[config.mk]
export PLATFORM = sky130hd
export DESIGN_NAME = serial_add_ctrl
export DESIGN_NICKNAME = d
export VERILOG_FILES = /design/src/rtl/serial_add_ctrl.sv
export SDC_FILE = /design/constraint.sdc
export NUM_CORES = 1
export LEC_CHECK = 0
export BUFFER_PORTS_ARGS = -buffer_cell sky130_fd_sc_hd__buf_4
export CELL_PAD_IN_SITES_DETAIL_PLACEMENT = 0
export CELL_PAD_IN_SITES_GLOBAL_PLACEMENT = 1
export CORE_MARGIN = 2
export CORE_UTILIZATION = 30
export CTS_CLUSTER_SIZE = 12
export DETAILED_ROUTE_END_ITERATION = 8
export GPL_TIMING_DRIVEN = 0
export HOLD_SLACK_MARGIN = 0.1
export PLACE_DENSITY = 0.58
export REMOVE_ABC_BUFFERS = 1
export SLEW_MARGIN = 40
export SYNTH_ARGS = -nofsm -noshare
export SYNTH_HDL_FRONTEND = slang
export SYNTH_SLANG_ARGS = --single-unit
[constraint.sdc]
create_clock -name clk -period 1.3 [get_ports clk]
set_input_delay 0.13 -clock clk [delete_from_list [all_inputs] [get_ports clk]]
set_output_delay 0.13 -clock clk [all_outputs]
set_load 0.05 [all_outputs]
[src/rtl/serial_add_ctrl.sv]
// ---------------------------------------------------------------------------
// serial_add_ctrl -- bit-serial add sequencer
//
// Accepts one WIDTH-bit operand pair on a valid/ready handshake, then steps a
// single 1-bit full-adder cell (full_add) over the operand bits LSB first,
// one bit per clock, with a registered carry between bits. The finished sum
// and final carry are offered on an output valid/ready handshake.
//
// Optional feature macro: SERIAL_ADD_SUB_EN
//   defined   : op_sub=1 at acceptance computes op_a - op_b (carry_out is the
//               no-borrow flag, 1 iff op_a >= op_b unsigned).
//   undefined : op_sub is ignored and every operation is an add.
//
// Ports:
//   clk        system clock, rising edge
//   rst_n      asynchronous active-low reset
//   in_valid   operand pair valid
//   in_ready   block can accept an operand pair (IDLE only)
//   op_a/op_b  operands, WIDTH bits
//   op_sub     subtract request (only with SERIAL_ADD_SUB_EN)
//   out_valid  result/carry_out valid (DONE only)
//   out_ready  consumer accepts the result
//   result     sum or difference mod 2^WIDTH
//   carry_out  final carry from the MSB position
//   busy       high in RUN or DONE
// ---------------------------------------------------------------------------

// 1-bit full-adder cell shared across all bit positions
module full_add (
   input  logic a,
   input  logic b,
   input  logic cin,
   output logic sum,
   output logic cout
);
   assign sum  = a ^ b ^ cin;
   assign cout = (a & b) | (a & cin) | (b & cin);
endmodule

module serial_add_ctrl #(
   parameter int WIDTH = 8
) (
   input  logic             clk,
   input  logic             rst_n,
   input  logic             in_valid,
   output logic             in_ready,
   input  logic [WIDTH-1:0] op_a,
   input  logic [WIDTH-1:0] op_b,
   input  logic             op_sub,
   output logic             out_valid,
   input  logic             out_ready,
   output logic [WIDTH-1:0] result,
   output logic             carry_out,
   output logic             busy
);

   localparam int CW = $clog2(WIDTH);

   typedef enum logic [1:0] {
      IDLE = 2'd0,
      RUN  = 2'd1,
      DONE = 2'd2
   } state_t;

   state_t           state_r;
   state_t           state_next_s;
   logic [WIDTH-1:0] sa_r;
   logic [WIDTH-1:0] sb_r;
   logic [WIDTH-1:0] res_r;
   logic             c_r;
   logic [CW-1:0]    cnt_r;

   logic             sub_s;
   logic             accept_s;
   logic             last_s;
   logic             sum_s;
   logic             cout_s;

`ifdef SERIAL_ADD_SUB_EN
   assign sub_s = op_sub;
`else
   // op_sub stays on the port for a uniform interface but has no function
   logic unused_op_sub_s;
   assign unused_op_sub_s = op_sub;
   assign sub_s           = 1'b0;
`endif

   assign accept_s = (state_r == IDLE) && in_valid;
   assign last_s   = (cnt_r == CW'(WIDTH - 1));

   full_add u_full_add (
      .a    (sa_r[0]),
      .b    (sb_r[0]),
      .cin  (c_r),
      .sum  (sum_s),
      .cout (cout_s)
   );

   // State register
   always_ff @(posedge clk or negedge rst_n) begin
      if (!rst_n) begin
         state_r <= IDLE;
      end else begin
         state_r <= state_next_s;
      end
   end

   // Next-state decode
   always_comb begin
      state_next_s = state_r;
      case (state_r)
         IDLE: begin
            if (in_valid) begin
               state_next_s = RUN;
            end else begin
               state_next_s = IDLE;
            end
         end
         RUN: begin
            if (last_s) begin
               state_next_s = DONE;
            end else begin
               state_next_s = RUN;
            end
         end
         DONE: begin
            if (out_ready) begin
               state_next_s = IDLE;
            end else begin
               state_next_s = DONE;
            end
         end
         default: state_next_s = IDLE;
      endcase
   end

   // Operand shift registers, carry, bit counter and result accumulation
   always_ff @(posedge clk or negedge rst_n) begin
      if (!rst_n) begin
         sa_r  <= {WIDTH{1'b0}};
         sb_r  <= {WIDTH{1'b0}};
         res_r <= {WIDTH{1'b0}};
         c_r   <= 1'b0;
         cnt_r <= {CW{1'b0}};
      end else if (accept_s) begin
         // Subtraction is a + ~b + 1: invert SB and seed the carry with 1
         sa_r  <= op_a;
         sb_r  <= sub_s ? ~op_b : op_b;
         c_r   <= sub_s;
         cnt_r <= {CW{1'b0}};
      end else if (state_r == RUN) begin
         sa_r  <= {1'b0, sa_r[WIDTH-1:1]};
         sb_r  <= {1'b0, sb_r[WIDTH-1:1]};
         res_r <= {sum_s, res_r[WIDTH-1:1]};
         c_r   <= cout_s;
         // Wrap to zero on the last bit so the counter never passes WIDTH-1
         cnt_r <= last_s ? {CW{1'b0}} : cnt_r + 1'b1;
      end else begin
         sa_r  <= sa_r;
         sb_r  <= sb_r;
         res_r <= res_r;
         c_r   <= c_r;
         cnt_r <= cnt_r;
      end
   end

   assign result    = res_r;
   assign carry_out = c_r;
   assign out_valid = (state_r == DONE);
   assign busy      = (state_r != IDLE);
   assign in_ready  = (state_r == IDLE);

endmodule

# Word-level counts from Yosys, hierarchy flattened
# Index checks and enable logic that the tools add are counted.
[word_totals]
register_bits = 30
in_bits = 21
[op_classes]
addsub = 1
n_reduce_logical = 5
eq_ne = 3
bitwise_logic = 8
muxes = 13
[ops]
columns = ["cell", "count"]
rows = [
  ["8-bit two-way mux", 4],
  ["3-bit two-way mux", 3],
  ["2-bit case mux with 3 select lines", 1],
  ["2-bit two-way mux", 2],
  ["2-bit nonzero test", 2],
  ["3-bit by 1-bit adder with 3-bit output, second input constant", 1],
  ["1-bit bitwise AND", 3],
  ["3-bit equality test, second input constant", 1],
  ["1-bit two-way mux", 3],
  ["2-bit by 1-bit equality test with 1-bit output, second input constant", 1],
  ["2-bit equality test, second input constant", 1],
  ["2-bit logical NOT", 1],
  ["1-bit bitwise OR", 2],
  ["2-bit AND reduction", 1],
  ["1-bit XOR", 2],
  ["1-bit logical AND", 1],
  ["1-bit inverter", 1],
]

# Depth between registers and ports, before layout
# Gate-level depths: netlist of the first run.
[logic_depth]
depth_word = 5
mapped_depth = 4

# Hierarchy
# Synthesis of the first run repeated with hierarchy kept, for this count alone.
[unflattened]
hier_cells = 131
hier_area_um2 = 1416.4
[by_module_without_submodules]
columns = ["mod", "area_each_um2", "n_inst", "cells_each"]
rows = [
  ["serial_add_ctrl", 1396.3, 1, 130],
  ["full_add", 20.0, 1, 1],
]

# Worst setup path after synthesis of the first run
# OpenSTA, ideal clock, no wires.
[synth_path]
kind = "register to register"
start = "register state_r[1]"
end = "register state_r[1]"
path_slack_ps = -400
required_ps = 1233
stages_incl_launch_ff = 5
setup_time_ps = 67
t_arrival_ps = 1633
path_cell_list = "dfrtp_1 > clkbuf_2 > buf_2 > nor2b_1 > a22o_1"
[synth_between]
elab_chain_cells = 2
[synth_rtl]
columns = ["element", "line", "text"]
rows = [
  ["start: declaration", "65", "state_t state_r;"],
  ["start signal: assignment", "104", "state_r <= state_next_s;"],
  ["2-bit equality test", "n/a", ""],
  ["net out_valid", "50", "output logic out_valid,"],
  ["2-bit case mux with 3 select lines", "111", "case (state_r)"],
  ["net state_next_s[1]", "66", "state_t state_next_s;"],
]
# The timed path passes the listed nets, and every way through them passes these cells.
# A chain may end at the register's enable or synchronous reset.

# Worst setup path after layout of the first run
[layout_path]
start = "register state_r[1]"
end = "output in_ready"
[layout_between]
elab_chain_cells = 1
[layout_rtl]
columns = ["element", "line", "text"]
rows = [
  ["2-bit logical NOT", "171", "assign in_ready = (state_r == IDLE);"],
  ["end: declaration", "46", "output logic in_ready,"],
]
# No other way between the ends.

==> results of run 1 <==
[critical path, delay by kind of cell, from the launching register on]
| kind | cells | cell delay [ns] |
|---|---|---|
| buffers and inverters | 2 | 0.19 |
| flip-flops | 1 | 0.51 |
| AND/OR/NAND/NOR | 1 | 0.27 |
[logic make-up (layout without fill, tap and decap cells)]
family                     Yosys count  after routing  synth area share (%)
and+or+nand+nor                     35             36                 17.73
buffers and inverters               31             73                 8.947
DFF                                 30             30                 49.71
muxes                                9              9                 8.368
adders and majority gates            3              3                 2.982
AOI/OAI and AO/OA                   22             24                 12.26
[layout by cell type (no fill, tap or decap), drive strengths merged]
master and instances:
buf 44, dfrtp 30, inv 20, nor3b 14, a211oi 13, nor4b 13
mux2 8, clkbuf 7, o21bai 3, a22o 3, nor2b 2, nand2b 2
ha 2, or2 1, a21oi 1, and2b 1, nand2 1, or3b 1
o221ai 1, mux2i 1, o2bb2ai 1, nor2 1, a222oi 1, a32o 1
fa 1, clkinv 1, dlygate4sd3 1
[stage by stage]
step                hold slack (ns)  setup TNS (ns)  setup WS, ns  utilization [%]  area [um^2]
CTS                          0.1006         -0.7537       -0.1183            42.46         2032
detailed placement          0.08444          -6.307       -0.4416            36.97         1769
global placement            0.08187          -17.20       -0.8229            36.92         1767
global route                 0.1287         -0.4562       -0.1156            46.51         2226
floorplan                   -0.1656          -6.901       -0.6364                -         1450
finish                       0.1139         -0.1611      -0.07831            46.51         2226
[power groups by stage]
stage | logic [uW] | clock network [uW] | registers (uW)
2_1_floorplan | 1200 | 0 | 2200
3_3_place_gp | 2210 | 0 | 1780
3_5_place_dp | 2230 | 0 | 1810
4_1_cts | 2620 | 784 | 1680
5_1_grt | 3170 | 831 | 1750
6_report | 2920 | 755 | 1690
[flip-flops by register name, indices dropped and copies added, names as in the netlist]
name       count
sa_r           8
cnt_r          3
sb_r           8
carry_out      1
result         8
state_r        2
[final cells by class]
cell class	instances	area (um^2)
Multi-Input combinational cell	72	820.8
Timing Repair Buffer	45	396.6
Sequential cell	30	758.2
Inverter	20	75.07
Clock inverter	1	5.005
Fill cell	446	2560
Tap cell	67	83.83
Clock buffer	7	86.33
[routing by layer]
metal  global-route usage (%)  vias up
met5                        0        -
met4                    5.357        0
met2                    19.30       28
met3                    3.614        2
met1                    18.57      603
li1                         -      556
[path summary, 6_finish.rpt]
kind	endpoint	slack (ns)	cells past startpoint
setup / recovery	in_ready	-0.08	3
hold / removal	sa_r[7]	0.11	2
setup reg to reg	sb_r[6]	0.01	3
hold reg to reg	sa_r[7]	0.50	1
max in group asynchronous	state_r[1]	0.65	2
min in group asynchronous	result[6]	0.33	2
[what timing repair did]
action,CTS,global route
gates resized for setup,16,24
endpoints found under the setup margin,32,30
endpoints found under the hold margin,30,0
setup buffers,10,3
gates cloned,0,3
hold buffers,1,0
pin swaps,1,7
==> metrics.txt, run 1 <==
Int Power 3174 uW; synth-to-layout area growth 47.39%; Clock Latency Late Sink 0.27 ns; Async S/R FF share, synth 100.0%; Yosys top cell area share roughly 50%; Die W 74.95 um; placed insts 217; dpl hpwl 1856 um; Final min period 1.378 ns; Slew @ Worst Pin 0.3989 ns; first-pass GRT wire length 5589 um; gpl congestion 0.7346; Power Density 2410 nW/um^2; most common cell in the netlist dfrtp_1; Slew Limit Fails 0; core region area 4786 um^2; H-Tree Depth 2; drt drc 0; reg-to-reg startpoint state_r[1]; grt total ovfl 0; most used flip-flop cell after synthesis dfrtp_1; combinational power share 54.5%; Crit-path slowest cell dfrtp_4; wl on met1 1643 um; metal2 WL 1776 um; CTS buffer count 5; Seq cells post-synth 30; Critical Path Max Stage Delay between 0.5 and 0.6 ns; DR vias/cell between 4 and 5; maxcap violations 0; cell taking the most area after synthesis dfrtp_1; worst path required time roughly 1.2 ns; DR top layer met4; Sw Pwr 2191 uW; hold path startpoint op_a[7]; CTS Buffer Depth 2; # diodes 0; IO buf count 31; leakage power total 0.0009854 uW; clock slew at reported path FFs 0.06 ns; drt pass-1 iters 4; RSZ-0062 raised after global routing true; drt total wl 3578 um; post-route ant nets 0; largest net degree at the start of global routing 31; Tcrit/Tclk final 106.0%; Setup Viol. Count Final 3; normalized max-slew margin 73.41%; drt wl/cell 14.79 um; fmax 0.7255 GHz; Clk pwr share 14.1%; clk root buf clkbuf_8; EDFF count, synth 0; fin cells 242; CP Capture Type primary output; Critical path origin state_r[1]; Net Sw Frac around 41%; crit path DAT around 1.3 ns; Crit Path Max Fanout 4; failing checks negative setup slack; Die H 74.95 um; row count 25; post-synth cell types 29; kind of critical path reg -> out; worst-path cell chain or2_4, inv_2, buf_8; via count 1189; wire length on met3 130 um; status complete, but fails checks; IO Pins 33; Mapped Area 1510 um^2; Startpoint Class register; final worst slack -0.07831 ns; Die Area about 5600 um^2; total power draw 5365 uW; clock sinks 30; power share of the sequential group 31.4%; Post-synth top cells dfrtp_1 (30), inv_1 (20), nor3b_1 (14); register area share after synthesis 49.71%; vias in the first global route 1147; Synth area leaders dfrtp_1 (50%), nor4b_1 (7.5%), mux2_4 (7.0%), nor3b_1 (7.0%), a211oi_1 (6.5%); peak supply drop 0.001002 V; Syn Area/Cell 11.62 um^2; Initial Utilization 31.56%; Iteration-0 DRC Markers 58; Final Hold Fails 0; hold crit path type in -> reg; layout cell share with drive strength beyond 1 48.00%; final net count 198; Total Routing Usage GR 13.23%; initial antenna violation count 0; CTS tree built; yosys warns 0; Synth Instances 130; skew final 0.003869 ns
Note: power is estimated with default switching activity, not from simulation.
==> run 2: changes to the inputs <==
--- a/config.mk
+++ b/config.mk
@@ -12,11 +12,11 @@
 export CORE_UTILIZATION = 30
 export CTS_CLUSTER_SIZE = 12
 export DETAILED_ROUTE_END_ITERATION = 8
-export GPL_TIMING_DRIVEN = 0
 export HOLD_SLACK_MARGIN = 0.1
-export PLACE_DENSITY = 0.58
+export PLACE_DENSITY = 0.6
 export REMOVE_ABC_BUFFERS = 1
 export SLEW_MARGIN = 40
 export SYNTH_ARGS = -nofsm -noshare
 export SYNTH_HDL_FRONTEND = slang
+export SYNTH_HIERARCHICAL = 1
 export SYNTH_SLANG_ARGS = --single-unit
==> run 2 against run 1 <==
  * The flow still finishes with violations (negative setup slack)
  * Critical path depth is 1 higher
  * Sequential cell count stayed put
  * Synthesized cell count is 0.77% higher
  * Sequential power is 3% lower
  * Cell count is 2.9% lower
  * Register-to-register slack hardly changed
==> metrics.txt, run 2 <==
Synth Instances 131 (was 130); most common cell after layout, fill and taps aside buf_4 (unchanged); hold crit path type in -> reg (unchanged); IO Pins 33 (unchanged); Yosys top cell area share 53.00% (was 49.71%); drt drc 0 (unchanged); post-synthesis mux area share 1.060% (was 8.368%); main combinational cell family by area after synthesis compound AO/OA/AOI/OAI gates (was simple AND/OR/NAND/NOR gates); gpl congestion 0.7268 (was 0.7346); Post-Synth Adder-Cell Area 3.180% (was 2.983%); worst path required time 1.17 ns (about the same); Clock Latency Late Sink 0.28 ns (was 0.27 ns); crit path DAT 1.19 ns (was 1.25 ns); IO buf count 31 (unchanged); Startpoint Class register (unchanged); Iteration-0 DRC Markers 21 (was 58); CP Capture Type primary output (unchanged); Async S/R FF share, synth 100.0% (unchanged); peak supply drop 0.001028 V (was 0.001002 V); Power Density 2536 nW/um^2 (was 2410 nW/um^2); failing checks negative setup slack (unchanged); setup TNS -0.01580 ns (was -0.1611 ns); placed insts 216 (was 217); Syn Area/Cell 10.81 um^2 (was 11.62 um^2); core region area 4444 um^2 (was 4786 um^2); clock sinks 30 (unchanged); Post-Synth Simple-Gate Area 16.96% (was 17.73%); most used flip-flop cell after synthesis dfrtp_1 (unchanged); post-synth cell types 28 (was 29); final net count 206 (was 198); drt pass-1 iters 4 (unchanged); Slew @ Worst Pin 0.3960 ns (was 0.3989 ns); clock slew at reported path FFs 0.07 ns (was 0.06 ns); register area share after synthesis 53.00% (was 49.71%); H-Tree Depth 2 (unchanged); most common cell in the netlist dfrtp_1 (unchanged); fin cells 235 (was 242); Slew Limit Fails 0 (unchanged); cell taking the most area after synthesis dfrtp_1 (unchanged); Post-synth top cells dfrtp_1 (30), nand2_1 (26), inv_1 (9) (was dfrtp_1 (30), inv_1 (20), nor3b_1 (14)); synth-to-layout area growth 43.11% (was 47.39%); kind of critical path reg -> out (unchanged); leakage power total 0.0009857 uW (was 0.0009854 uW); fmax 0.7600 GHz (was 0.7255 GHz); row count 24 (was 25); status complete, but fails checks (unchanged); vias in the first global route 1196 (was 1147); clk root buf clkbuf_8 (unchanged); final worst slack -0.01580 ns (was -0.07831 ns); drt wl/cell 13.20 um (was 14.79 um); skew final 0.006458 ns (was 0.003869 ns); Final Hold Fails 0 (unchanged); Setup Viol. Count Final 1 (was 3); via count 1150 (was 1189); Synth Area in XOR/XNOR 0% (unchanged); DR vias/cell 4.894 (was 4.913); grt total ovfl 0 (unchanged); CTS Buffer Depth 2 (unchanged); normalized max-slew margin 73.60% (was 73.41%); largest net degree at the start of global routing 31 (unchanged); # diodes 0 (unchanged); Initial Utilization 31.87% (was 31.56%); Die Area 5287 um^2 (was 5618 um^2); Crit Path Max Fanout 4 (unchanged); Die H 72.71 um (was 74.95 um); Synth area leaders dfrtp_1 (53%), nand2_1 (6.9%), a211oi_2 (4.4%), a2bb2oi_1 (4.3%), o22a_1 (4.3%) (was dfrtp_1 (50%), nor4b_1 (7.5%), mux2_4 (7.0%), nor3b_1 (7.0%), a211oi_1 (6.5%)); Mapped Area 1416 um^2 (was 1510 um^2); EDFF count, synth 0 (unchanged); CTS buffer count 5 (unchanged); drt total wl 3101 um (was 3578 um); Die W 72.71 um (was 74.95 um); post-route ant nets 0 (unchanged); layout cell share with drive strength beyond 1 42.08% (was 48.00%); yosys warns 6 (was 0); Synth Area in Compound Gates 19.26% (was 12.26%); dpl hpwl 2107 um (was 1856 um); total power draw 5141 uW (was 5365 uW); Final min period 1.316 ns (was 1.378 ns); most frequent cells in the layout buf_4 (40), dfrtp_1 (29), nand2_1 (26) (was buf_4 (37), dfrtp_1 (28), inv_1 (19)); Place WS -0.03712 ns (was -0.4416 ns); initial antenna violation count 0 (unchanged); Total Routing Usage GR 13.55% (was 13.23%); Tcrit/Tclk final 101.2% (was 106.0%); maxcap violations 0 (unchanged); CTS tree built (unchanged); Seq cells post-synth 30 (unchanged); first-pass GRT wire length 5485 um (was 5589 um); RSZ-0062 raised after global routing true (unchanged)
run 2: cell types whose count changed in the layout (fill, tap and decap cells not counted), sizes merged, moves of 4 or more:
cell	change
a211oi	-8
a2bb2oi	+7
buf	+5
inv	-11
mux2	-7
nand2	+25
nand2b	+4
nor3	+5
nor3b	-9
nor4b	-13
o22a	+7
run 2: what timing repair did:
action,in CTS,in global routing
endpoints found under the hold margin,32,0
gates resized for setup,15,10
cloned,1,0
buffers inserted,6,1
hold buffers,3,0
setup endpoints to repair,5,24
pin swaps,1,2
run 2: worst paths after layout:
path | start | end | slack (ns) | cells after the start
worst max-delay path | state_r[1] | busy | -0.02 | 4
worst min-delay path | out_ready | state_r[1] | 0.15 | 3
worst max register to register | state_r[1] | sa_r[2] | 0.02 | 5
worst min register to register | result[0] | result[0] | 0.48 | 2
max in group asynchronous | rst_n | state_r[0] | 0.68 | 2
min in group asynchronous | rst_n | result[6] | 0.32 | 2
run 2: worst max-delay path: stages (launching register included):
cell and delay (ns):
dfrtp_1 0.43, buf_6 0.15, nor2_4 0.13, inv_2 0.04
buf_6 0.14
run 2: power breakdown:
group	total [uW]	switching [uW]	internal, uW
sequential	1640	263	1380
combinational	2730	1490	1250
clock	772	345	426
run 2: logic make-up after synthesis:
logic type	Yosys count
compound gates	30
fa+ha+maj	3
buf+inv	18
flops	30
mux	1
simple gates	49
run 2: cell type report:
cell class                      instances  area (um^2)
Timing Repair Buffer                   52        447.9
Inverter                                9        33.78
Multi-Input combinational cell         84        636.9
Clock buffer                            7        86.33
Clock inverter                          1        5.005
Fill cell                             433         2417
Sequential cell                        30        752.0
Tap cell                               52        65.06
run 2: metrics by stage:
| step | utilization (%) | hold WS, ns | cell area (um^2) |
|---|---|---|---|
| after global placement | 39.10 | 0.08490 | 1738 |
| after global routing | 45.61 | 0.1811 | 2027 |
| after CTS | 44.34 | 0.1508 | 1971 |
| after floorplan | - | -0.1656 | 1358 |
| final | 45.61 | 0.1521 | 2027 |
| after detailed placement | 39.10 | 0.08836 | 1738 |
run 2: metal layers:
metal  track usage (%)  share of wire, %  vias up
li1                  -                 -      556
met4             5.556               1.7        0
met2             21.31                44       34
met3             3.729               5.5        7
met1             17.65                48      553
met5                 0                 0        -
==> run 3: changes to the inputs <==
--- a/config.mk
+++ b/config.mk
@@ -12,6 +12,7 @@
 export CORE_UTILIZATION = 30
 export CTS_CLUSTER_SIZE = 12
 export DETAILED_ROUTE_END_ITERATION = 8
+export GPL_TIMING_DRIVEN = 0
 export HOLD_SLACK_MARGIN = 0.1
 export PLACE_DENSITY = 0.6
 export REMOVE_ABC_BUFFERS = 1
==> run 3 against run 2 <==
  * The run still ends with negative setup slack left
  * Total power decreased by 2.4%
  * Clock skew decreased by 0.00083 ns
  * Combinational power decreased by 4%
  * Die area unchanged
  * Via count decreased by 1.7%
  * Worst setup slack got worse by 0.0086 ns
  * Clock power decreased by 6.3%
  * Critical path type is now reg -> reg
  * Largest cell class unchanged
==> metrics.txt, run 3 (same netlist as run 2, synthesis figures left out) <==
first-pass GRT wire length 5451 um (was 5485 um); Tcrit/Tclk final 101.9% (was 101.2%); Setup Viol. Count Final 3 (was 1); post-route ant nets 0 (unchanged); Hold Crit Depth 3 (unchanged); layout cell share with drive strength beyond 1 40.23% (was 42.08%); flop-to-flop setup slack -0.02 ns (was 0.02 ns); Initial Utilization 31.87% (unchanged); worst path required time 1.46 ns (was 1.17 ns); drt wl/cell 14.07 um (was 13.20 um); register area 755.7 um^2 (was 752.0 um^2); DR top layer met4 (unchanged); clock slew at reported path FFs 0.06 ns (was 0.07 ns); peak supply drop 0.001548 V (was 0.001028 V); CTS Buffer Depth 2 (unchanged); CTS buffer count 5 (unchanged); IO buf count 31 (unchanged); Iteration-0 DRC Markers 33 (was 21); normalized max-slew margin 74.67% (was 73.60%); # diodes 0 (unchanged); via count 1131 (was 1150); skew final 0.005623 ns (was 0.006458 ns); row count 24 (unchanged); RSZ-0062 raised after global routing true (unchanged); Crit-path slowest cell dfrtp_4 (was dfrtp_1); vias in the first global route 1126 (was 1196); fmax 0.7551 GHz (was 0.7600 GHz); CTS tree built (unchanged); most frequent cells in the layout buf_4 (35), dfrtp_1 (28), nand2_1 (26) (was buf_4 (40), dfrtp_1 (29), nand2_1 (26)); Placed Instance Area 1658 um^2 (was 1738 um^2); Die Area 5287 um^2 (unchanged); CP delay by family, top flip-flops (unchanged); Slew Limit Fails 0 (unchanged); drt total wl 3180 um (was 3101 um); Clock Latency Late Sink 0.28 ns (about the same); most common cell after layout, fill and taps aside buf_4 (unchanged); synth-to-layout area growth 37.28% (was 43.11%); DR vias/cell 5.004 (was 4.894); hold path startpoint out_ready (unchanged); hold crit path type in -> reg (unchanged); H-Tree Depth 2 (unchanged); Final Hold Fails 0 (unchanged); gpl congestion 0.7113 (was 0.7268); footprint of the multi-input gates 631.9 um^2 (was 636.9 um^2); fin cells 226 (was 235); Total Routing Usage GR 13.68% (was 13.55%); wl on met1 1459 um (was 1499 um); drt drc 0 (unchanged); failing checks negative setup slack (unchanged); clock sinks 30 (unchanged); Power Density 2580 nW/um^2 (was 2536 nW/um^2); worst hold endpoint state_r[1] (unchanged); final worst slack -0.02436 ns (was -0.01580 ns); Startpoint Class register (unchanged); crit path DAT 1.49 ns (was 1.19 ns); total power draw 5016 uW (was 5141 uW); Crit Path Max Fanout 6 (was 4); Die W 72.71 um (unchanged); clk root buf clkbuf_8 (unchanged); largest net degree at the start of global routing 31 (unchanged); Place WS -0.5475 ns (was -0.03712 ns); Critical path origin state_r[1] (unchanged); status complete, but fails checks (unchanged); core region area 4444 um^2 (unchanged); final net count 199 (was 206); initial antenna violation count 0 (unchanged); IO Pins 33 (unchanged); Die H 72.71 um (unchanged); metal2 WL 1452 um (was 1377 um); grt total ovfl 0 (unchanged); r2r worst-path depth 3 (was 5); Crit path buffers/inverters 1 (was 3); Slew @ Worst Pin 0.3799 ns (was 0.3960 ns); CP Capture Type register (was primary output); filler instances 435 (was 433); placed insts 205 (was 216); wire length on met3 218 um (was 170 um); drt pass-1 iters 4 (unchanged); dpl hpwl 1954 um (was 2107 um); kind of critical path reg -> reg (was reg -> out); worst-path cell chain buf_6, or2_4, mux2_4 (was buf_6, nor2_4, inv_2, buf_6); Critical Path Max Stage Delay 0.52 ns (was 0.43 ns); worst r2r dst cnt_r[0] (was sa_r[2]); Post-Layout Inst Area 1944 um^2 (was 2027 um^2); maxcap violations 0 (unchanged); reg-to-reg startpoint state_r[1] (unchanged); Final min period 1.324 ns (was 1.316 ns); leakage power total 0.0009345 uW (was 0.0009857 uW)
[run 3: changes by cell type in the layout (fill, tap and decap cells not counted), moves of 2 or more]
cell	before	now
or2_4	0	2
buf_4	40	35
o21ai_2	2	0
nand2b_4	5	2
nor2_4	1	3
nor2_1	2	0
[run 3: how the worst max path moves through the flow]
stage | cells after the start | endpoint
6_report | 3 | cnt_r[0]
5_1_grt | 3 | sb_r[0]
4_1_cts | 3 | sb_r[0]
3_5_place_dp | 3 | cnt_r[0]
3_3_place_gp | 2 | sa_r[0]
2_1_floorplan | 2 | busy
[run 3: worst reg2reg max path, stage by stage, from the launching register on]
cell,delay (ns)
dfrtp_4,0.52
buf_6,0.15
or2_4,0.26
mux2_4,0.27
[run 3: per-stage QoR]
stage               setup TNS, ns  utilization, %  hold WS, ns
floorplan                  -4.014               -      -0.1656
global placement           -12.99           37.25      0.08380
detailed placement         -11.65           37.30      0.08230
CTS                       -0.2745           42.54       0.1539
global route              -0.1956           43.75       0.1868
finish                   -0.03018           43.75       0.1657
[run 3: final cells by class]
| class | instances | area share, % |
|---|---|---|
| sequential | 30 | 38.87 |
| multi-input combinational | 84 | 32.50 |
| timing repair buffer | 45 | 19.31 |
| clock buffer | 6 | 4.247 |
| tap | 52 | 3.346 |
| inverter | 9 | 1.737 |
[run 3: layer usage]
metal / GRT usage [%] / up-vias
li1: - / 539
met1: 18.29 / 548
met2: 21.11 / 37
met3: 4.006 / 7
met4: 4.938 / 0
met5: 0 / -
[run 3: report_power, final]
| part | switching [uW] | internal, uW | total (uW) | leakage [uW] |
|---|---|---|---|---|
| clock network | 316 | 407 | 723 | 0.0000431 |
| logic | 1460 | 1160 | 2620 | 0.000531 |
| registers | 291 | 1380 | 1670 | 0.000360 |
[run 3: repair_timing]
action,in CTS,in global routing
buffers inserted,10,1
setup endpoints to repair,33,18
pin swaps,1,1
hold endpoints to repair,32,0
hold buffers,3,0
gates resized for setup,14,14
gates cloned,1,0
